<file path="config.mk">
export PLATFORM = sky130hd
export DESIGN_NAME = shift_ctr_param
export DESIGN_NICKNAME = d
export VERILOG_FILES = /design/src/rtl/shift_ctr_pkg.sv /design/src/rtl/shift_ctr_decode.sv /design/src/rtl/shift_ctr_param.sv
export SDC_FILE = /design/constraint.sdc
export NUM_CORES = 1
export LEC_CHECK = 0
export CAP_MARGIN = 25
export CORE_MARGIN = 5
export CORE_UTILIZATION = 41
export DETAILED_ROUTE_END_ITERATION = 8
export MAX_ROUTING_LAYER = met4
export PLACE_DENSITY = 0.78
export SETUP_SLACK_MARGIN = 0.3
export SYNTH_ARGS = -nofsm -noshare
export SYNTH_HDL_FRONTEND = slang
export SYNTH_SLANG_ARGS = --single-unit
</file>
<file path="constraint.sdc">
create_clock -name clk -period 1.5 [get_ports clk]
set_input_delay 0.225 -clock clk [delete_from_list [all_inputs] [get_ports clk]]
set_output_delay 0.225 -clock clk [all_outputs]
set_load 0.05 [all_outputs]
</file>
<file path="src/rtl/shift_ctr_pkg.sv">
// Shared definitions for the parametrised shift-register counter:
// mode/direction encodings, the reset seed, and a width-generic
// legality/position decode used by the RTL decoder.
package shift_ctr_pkg;

  localparam logic MODE_RING    = 1'b0;
  localparam logic MODE_JOHNSON = 1'b1;
  localparam logic DIR_UP       = 1'b1;
  localparam logic DIR_DOWN     = 1'b0;

  localparam int MAX_WIDTH = 32;

  typedef struct packed {
    logic       legal;
    logic [5:0] idx;
  } dec_t;

  // Low thermometer code with k ones; k >= MAX_WIDTH saturates to all ones.
  function automatic logic [MAX_WIDTH-1:0] therm(input int k);
    return (k >= MAX_WIDTH) ? '1 : ((32'd1 << k) - 32'd1);
  endfunction

  // 0...01 for a counter of width w, zero-extended to MAX_WIDTH.
  function automatic logic [MAX_WIDTH-1:0] seed(input int w);
    logic [MAX_WIDTH-1:0] s;
    s = '0;
    if (w > 0) s[0] = 1'b1;
    return s;
  endfunction

  // Legality and position of a state v (bits above w must be zero).
  // Ring: one-hot, idx = bit position.
  // Johnson: low thermometer with k ones -> k; the complement of a low
  // thermometer with k zeros at the bottom -> w+k.
  function automatic dec_t decode_state(input logic [MAX_WIDTH-1:0] v,
                                        input int w, input logic m);
    dec_t r;
    logic [MAX_WIDTH-1:0] mask;
    r    = '0;
    mask = therm(w);
    if (m == MODE_RING) begin
      for (int i = 0; i < MAX_WIDTH; i++) begin
        if (i < w && v == (32'd1 << i)) begin
          r.legal = 1'b1;
          r.idx   = 6'(i);
        end
      end
    end else begin
      for (int k = 0; k <= MAX_WIDTH; k++) begin
        if (k <= w && v == therm(k)) begin
          r.legal = 1'b1;
          r.idx   = 6'(k);
        end
        if (k >= 1 && k < w && v == (~therm(k) & mask)) begin
          r.legal = 1'b1;
          r.idx   = 6'(w + k);
        end
      end
    end
    return r;
  endfunction

  function automatic logic state_legal(input logic [MAX_WIDTH-1:0] v,
                                       input int w, input logic m);
    dec_t r;
    r = decode_state(v, w, m);
    return r.legal;
  endfunction

endpackage

</file>
<file path="src/rtl/shift_ctr_decode.sv">
// Combinational legality check and index decode of the counter state.
// idx is 0 whenever the state is not legal for the registered mode.
module shift_ctr_decode
  import shift_ctr_pkg::*;
#(
  parameter  int WIDTH = 4,
  localparam int IDX_W = $clog2(2*WIDTH)
) (
  input  logic [WIDTH-1:0] q,
  input  logic             mode_q,
  output logic             legal,
  output logic [IDX_W-1:0] idx
);

  logic [MAX_WIDTH-1:0] q_ext;
  dec_t                 res;

  // Zero-extend the state and decode it with the generic helper.
  always_comb begin
    q_ext              = '0;
    q_ext[WIDTH-1:0]   = q;
    res                = decode_state(q_ext, WIDTH, mode_q);
    legal              = res.legal;
    idx                = IDX_W'(res.idx);
  end

endmodule

</file>
<file path="src/rtl/shift_ctr_param.sv">
// Parametrised ring/Johnson shift counter with enable, direction,
// synchronous load, decoded index and a registered wrap pulse.
// Build option: SHIFT_CTR_SELF_CORRECT_EN replaces illegal loads and
// illegal states with the seed and pulses err; without it err is 0.
module shift_ctr_param
  import shift_ctr_pkg::*;
#(
  parameter  int WIDTH = 4,
  localparam int IDX_W = $clog2(2*WIDTH)
) (
  input  logic             clk,
  input  logic             rst_n,
  input  logic             en,
  input  logic             dir,
  input  logic             mode,
  input  logic             load,
  input  logic [WIDTH-1:0] load_val,
  output logic [WIDTH-1:0] q,
  output logic [IDX_W-1:0] idx,
  output logic             wrap,
  output logic             illegal,
  output logic             err
);

  localparam logic [MAX_WIDTH-1:0] SEED_EXT  = seed(WIDTH);
  localparam logic [WIDTH-1:0]     SEED      = SEED_EXT[WIDTH-1:0];
  localparam logic [IDX_W-1:0]     LAST_RING = IDX_W'(WIDTH - 1);
  localparam logic [IDX_W-1:0]     LAST_JOHN = IDX_W'(2*WIDTH - 1);

  logic [WIDTH-1:0] q_q, q_d;
  logic [WIDTH-1:0] shift_up, shift_dn;
  logic             mode_q, mode_d;
  logic             wrap_q, wrap_d;
  logic             legal;
  logic [IDX_W-1:0] last_idx;

  shift_ctr_decode #(.WIDTH(WIDTH)) u_decode (
    .q      (q_q),
    .mode_q (mode_q),
    .legal  (legal),
    .idx    (idx)
  );

  assign illegal = ~legal;
  assign q       = q_q;
  assign wrap    = wrap_q;

`ifdef SHIFT_CTR_SELF_CORRECT_EN
  logic                 err_q, err_d;
  logic [MAX_WIDTH-1:0] load_ext;
  logic                 load_legal;

  // Legality of the incoming load value against the registered mode.
  always_comb begin
    load_ext            = '0;
    load_ext[WIDTH-1:0] = load_val;
    load_legal          = state_legal(load_ext, WIDTH, mode_q);
  end

  assign err = err_q;
`else
  assign err = 1'b0;
`endif

  // Candidate shifted states; Johnson feeds back the inverted end stage.
  always_comb begin
    shift_up = {q_q[WIDTH-2:0], (mode_q == MODE_JOHNSON) ? ~q_q[WIDTH-1] : q_q[WIDTH-1]};
    shift_dn = {(mode_q == MODE_JOHNSON) ? ~q_q[0] : q_q[0], q_q[WIDTH-1:1]};
    last_idx = (mode_q == MODE_JOHNSON) ? LAST_JOHN : LAST_RING;
  end

  // Next state: reseed on mode change, then load, then recovery, then shift.
  always_comb begin
    q_d    = q_q;
    mode_d = mode;
    wrap_d = 1'b0;
`ifdef SHIFT_CTR_SELF_CORRECT_EN
    err_d  = 1'b0;
`endif
    if (mode != mode_q) begin
      q_d = SEED;
    end else if (load) begin
`ifdef SHIFT_CTR_SELF_CORRECT_EN
      if (load_legal) begin
        q_d = load_val;
      end else begin
        q_d   = SEED;
        err_d = 1'b1;
      end
`else
      q_d = load_val;
`endif
    end
`ifdef SHIFT_CTR_SELF_CORRECT_EN
    else if (illegal) begin
      q_d   = SEED;
      err_d = 1'b1;
    end
`endif
    else if (en) begin
      q_d    = (dir == DIR_UP) ? shift_up : shift_dn;
      // Leaving the last index going up, or index 0 going down, wraps.
      wrap_d = legal && (idx == ((dir == DIR_UP) ? last_idx : {IDX_W{1'b0}}));
    end
  end

  // State, mode and wrap registers.
  always_ff @(posedge clk or negedge rst_n) begin
    if (!rst_n) begin
      q_q    <= SEED;
      mode_q <= MODE_RING;
      wrap_q <= 1'b0;
    end else begin
      q_q    <= q_d;
      mode_q <= mode_d;
      wrap_q <= wrap_d;
    end
  end

`ifdef SHIFT_CTR_SELF_CORRECT_EN
  // Correction pulse register.
  always_ff @(posedge clk or negedge rst_n) begin
    if (!rst_n) err_q <= 1'b0;
    else        err_q <= err_d;
  end
`endif

endmodule
</file>
Word-level counts from Yosys, hierarchy flattened:

Index checks and enable logic that the tools add are counted.

* word-level logic and storage cells: 44
* input bits: 10
* flip-flop bits (word level): 6

* equality and inequality tests: 11
* muxes and demuxes: 24
* bitwise logic cells: 3
* reduce and logical (&&, ||, !) cells: 3

Operator list (number)
* $mux W7: 13
* $eq A4 B4 Y1 const B: 4
* $mux W4: 4
* $eq A4 B2 Y1 const B: 2
* $eq A4 B3 Y1 const B: 2
* $mux W3: 2
* $mux W1: 5
* $eq A4 B1 Y1 const B: 1
* $logic_not A4 Y1: 1
* $eq A3 B3 Y1: 1
* $not A1 Y1: 3
* $reduce_bool A3 Y1: 1
* $logic_and A1 B1 Y1: 1
* $ne A1 B1 Y1: 1

Longest topological paths before layout:

* depth after elaboration: 15
* mapped depth: 6
* gate-level depth less buffers: 4

Modules after synthesis:

A second synthesis with hierarchy kept.

* cell total of the unflattened synthesis: 75
* area, all modules: 625.6 µm²

By module, submodules not included
* shift_ctr_param: times used 1, seq. area each 151.4 µm², area an instance 414.1 µm², cells each 46
* shift_ctr_decode: times used 1, seq. area each 0.0 µm², area an instance 211.5 µm², cells each 29

Worst setup path after synthesis:

No wires, ideal clock.

* kind: reg-to-output
* start point: register q_q[1], in the netlist q[1]
* end point: output idx[0]
* data required time: 1275 ps
* path buffers: 1
* cell stages (with the launch flop): 6
* setup slack: -1001 ps
* data arrival time: 2276 ps
* cells stage by stage: dfrtp_1 buf_4 and2_1 a21o_1 a21oi_1 o21ai_0

* cells in the longest elaborated chain, start to end: 9
* elaborated cells between the ends (all ways): 20
* those cells by class: eq/ne (9); mux (11)

Ends and longest elaborated chain
* start, declared: line shift_ctr_param.sv:30 `logic [WIDTH-1:0] q_q, q_d;`
* start signal, assigned: line shift_ctr_param.sv:114 `q_q <= q_d;`
* $eq A4 B1 Y1: line shift_ctr_pkg.sv:50 `if (k <= w && v == therm(k)) begin`
* $mux W7: line shift_ctr_pkg.sv:50
* $mux W7: line shift_ctr_pkg.sv:54 `if (k >= 1 && k < w && v == (~therm(k) & mask)) begin`
* $mux W7: line shift_ctr_pkg.sv:50
* $mux W7: line shift_ctr_pkg.sv:54
* $mux W7: line shift_ctr_pkg.sv:50
* $mux W7: line shift_ctr_pkg.sv:54
* $mux W7: line shift_ctr_pkg.sv:50
* $mux W7 (*): line shift_ctr_pkg.sv:41 `if (m == MODE_RING) begin`
* end, declared: line shift_ctr_param.sv:19 `output logic [IDX_W-1:0] idx,`

Mark *: on every way between the ends. The rest lies on a longest branch, timed or not.

Worst setup path after layout:

* start point: register q_q[0], in the netlist q[0]
* end point: output illegal

* cells in the longest elaborated chain, start to end: 11
* elaborated cells between the ends (all ways): 24
* those cells by class: eq/ne (9); mux (13); bitwise (1); reduce/logical (1)

Ends and longest elaborated chain
* $logic_not A4 Y1
* $mux W7 (2 in a row): line shift_ctr_pkg.sv:50
* $mux W7: line shift_ctr_pkg.sv:54
* $mux W7: line shift_ctr_pkg.sv:50
* $mux W7: line shift_ctr_pkg.sv:54
* $mux W7: line shift_ctr_pkg.sv:50
* $mux W7: line shift_ctr_pkg.sv:54
* $mux W7: line shift_ctr_pkg.sv:50
* $mux W7 (*): line shift_ctr_pkg.sv:41
* $not A1 Y1 (*): line shift_ctr_param.sv:44 `assign illegal = ~legal;`
* end, declared: line shift_ctr_param.sv:21 `output logic illegal,`

Marks and branches as above.

==> results.py <==
metrics = {
    "status": {
        "status": "finished, violations left",
        "violations": "setup timing",
    },
    "setup_path": {
        "start_kind": "flop",
        "worst_ep_arrival_time_ps": 1660,
        "critPathKind": "reg2out",
        "endpoint_kind": "primary output",
        "critPathMaxFanout": 5,
        "cp.required_ps": 1270,
    },
    "detailed_routing": {
        "wl_per_cell_um": 20.3,
        "wirelength_mm": 3.09,
        "final_antenna_net_count": 0,
        "drtPass1Iterations": 4,
        "drc": 0,
        "first_iter_violations": 19,
        "vias_per_cell": 5.63,
        "routed-via-count": 855,
    },
    "floorplan": {
        "die_h_um": 51.0,
        "pin_count": 20,
        "die_area_sq_mm": 0.00260,
        "dieWidth_um": 51.0,
        "row_count": 14,
        "initial_core_util": 0.442,
        "coreArea_sq_mm": 0.00156,
    },
    "sta": {
        "hold_ws_ps": 207,
        "min_period_ps": 1890,
        "fin_crit_sh": 1.26,
        "setup_viol": 7,
        "setup_slack_ps": -385,
        "skew_ps": 0.875,
        "rsz0062_at_grt": "true",
        "hold_viol": 0,
        "slew_violations": 0,
        "achievable-frequency_ghz": 0.530,
    },
    "run": {
        "max_cap_violations": 0,
    },
    "global_routing": {
        "grt_max_degree": 9,
        "grt_pass1_wl_mm": 4.48,
        "grt_pass1_vias": 928,
        "track_usage": 0.242,
        "antenna_found_initial": 0,
        "grt_overflow": 0,
    },
    "clocking": {
        "cts_htree_levels": 1,
        "cts_sinks": 6,
        "cts_tree": "built",
        "numCtsBuffers": 3,
        "clockBufferDepth": 2,
        "insertion_delay_ps": 260,
        "root_buffer": "clkbuf_4",
        "clkSlewWorstSetupHoldPaths_ps": 60,
    },
    "hold_path": {
        "hp-class": "in2async",
    },
    "synth": {
        "synth_cells": 87,
        "syn-num-nets": 97,
        "synth_area_sq_um": 689,
        "ys.flop_type": "dfrtp_1",
        "async_reset_ff_frac": 1.00,
        "ys_warn_count": 0,
        "netlist_top_cells_area": "dfrtp_1 (18%), nor2b_1 (6.4%), xnor2_1 (5.1%)",
        "synth_area_per_cell_sq_um": 7.92,
        "synth_edf_count": 0,
        "synthDistinctLibCells": 38,
        "synth_top_area_share": 0.181,
        "post-synth-top-area-cell": "dfrtp_1",
        "yosysSeqAreaShare": 0.220,
        "ys_ff_latch": 6,
    },
    "place": {
        "globalplace.congestion": 0.865,
        "hpwl_mm": 1.50,
        "post-place-ws_ps": -171,
        "portBuffers": 18,
    },
    "cells_and_area": {
        "final_nets": 147,
        "drive_gt1_frac": 0.610,
        "fillerInstances": 56,
        "area_delta_synth_final_pct": 107,
        "multi_input_area_sq_um": 622,
        "antennaDiodeCount": 0,
        "seqCellArea_sq_um": 155,
    },
    "power_and_ir_drop": {
        "powerDensity_mw_per_mm2": 761,
        "peakVddDrop_mv": 0.518,
        "p_leak_nw": 0.596,
    },
}
[where the power goes]
part / internal (mW) / switching [mW] / leakage, nW
sequential: 0.178 / 0.0251 / 0.0711
clock: 0.102 / 0.0841 / 0.0150
combinational: 0.351 / 0.347 / 0.509
[what timing repair did]
item	CTS	global route
hold buffers	0	0
buffers inserted	9	4
setup endpoints to repair	13	13
resized for setup	25	9
pin swaps	11	6
[synthesized netlist by cell type, types with 2 or more instances]
| cell type | number |
|---|---|
| buf_4 | 3 |
| buf_2 | 4 |
| o21a_1 | 2 |
| nor3_1 | 3 |
| and2_1 | 2 |
| xnor2_1 | 4 |
| nor2_1 | 6 |
| nand2b_1 | 3 |
| nor2b_1 | 7 |
| o21ai_0 | 3 |
| mux2i_1 | 2 |
| a21o_1 | 2 |
| a211oi_1 | 3 |
| inv_1 | 4 |
| dfrtp_1 | 5 |
| nand2_1 | 7 |
| a21oi_1 | 6 |
[kinds of logic after synthesis]
family | after synthesis | share of synthesized area
muxes | 2 | 0.0290
and+or+nand+nor | 35 | 0.278
DFF | 6 | 0.220
xor gates and xnor gates | 5 | 0.0635
AOI/OAI and AO/OA | 25 | 0.299
buffers and inverters | 13 | 0.105
other | 1 | 0.00544
[path summary, 6_finish.rpt]
check                            start       to  slack (ps)  depth (start not counted)
min in group clk           load_val[3]     q[3]         520                          3
hold reg to reg                   q[2]     q[3]         910                          5
setup / recovery                  q[0]  illegal        -390                          4
max in group asynchronous        rst_n     q[0]        1010                          1
setup reg to reg                  q[0]     wrap        -250                          7
hold / removal                   rst_n     q[1]         210                          1
[worst max-delay path, stage by stage, from the launching register on]
cell and delay (ps):
dfstp_2 590, or3b_1 150, a21oi_2 70, o41ai_4 400, buf_12 180
[sequential cells by signal (all words and copies together) (netlist names)]
name,cells
wrap,1
q,4
mode_q,1
[layout make-up]
cell class | instances | area share
sequential | 6 | 0.109
multi-input combinational | 68 | 0.435
clock buffer | 4 | 0.0184
timing repair buffer | 54 | 0.412
tap | 16 | 0.0140
inverter | 4 | 0.0123
[through the flow]
step,setup TNS [ps],instances,instance area [sq um],util,total power [mW]
floorplan,-1170,87,768,-,0.518
global placement,-231,135,1140,0.734,0.730
detailed placement,-454,135,1140,0.734,0.740
CTS,-1270,148,1360,0.872,1.00
global route,-1920,152,1430,0.917,1.12
finish,-1610,152,1430,0.917,1.09
[layer usage]
| layer | wire length, um | global-route usage |
|---|---|---|
| met1 | 1190 | 0.249 |
| met2 | 1670 | 0.453 |
| met3 | 129 | 0.0262 |
| met4 | 102 | 0.121 |
| met5 | 0 | - |
[layout by cell type, fill, tap and decap left out, types with 3 or more instances in the layout]
cell type        synthesis  routed
buf_4                    3      23
nand2_1                  7       7
nor2_1                   6       4
a21oi_2                  0       3
nor2b_2                  0       3
nor2b_1                  7       3
clkbuf_4                 0       3
inv_1                    4       3
buf_12                   0       9
clkdlybuf4s50_1          0       8
nor2_2                   1       3
dfrtp_2                  0       3
xnor2_1                  4       3
buf_6                    1      13
Note: power is estimated with default switching activity, not from simulation.
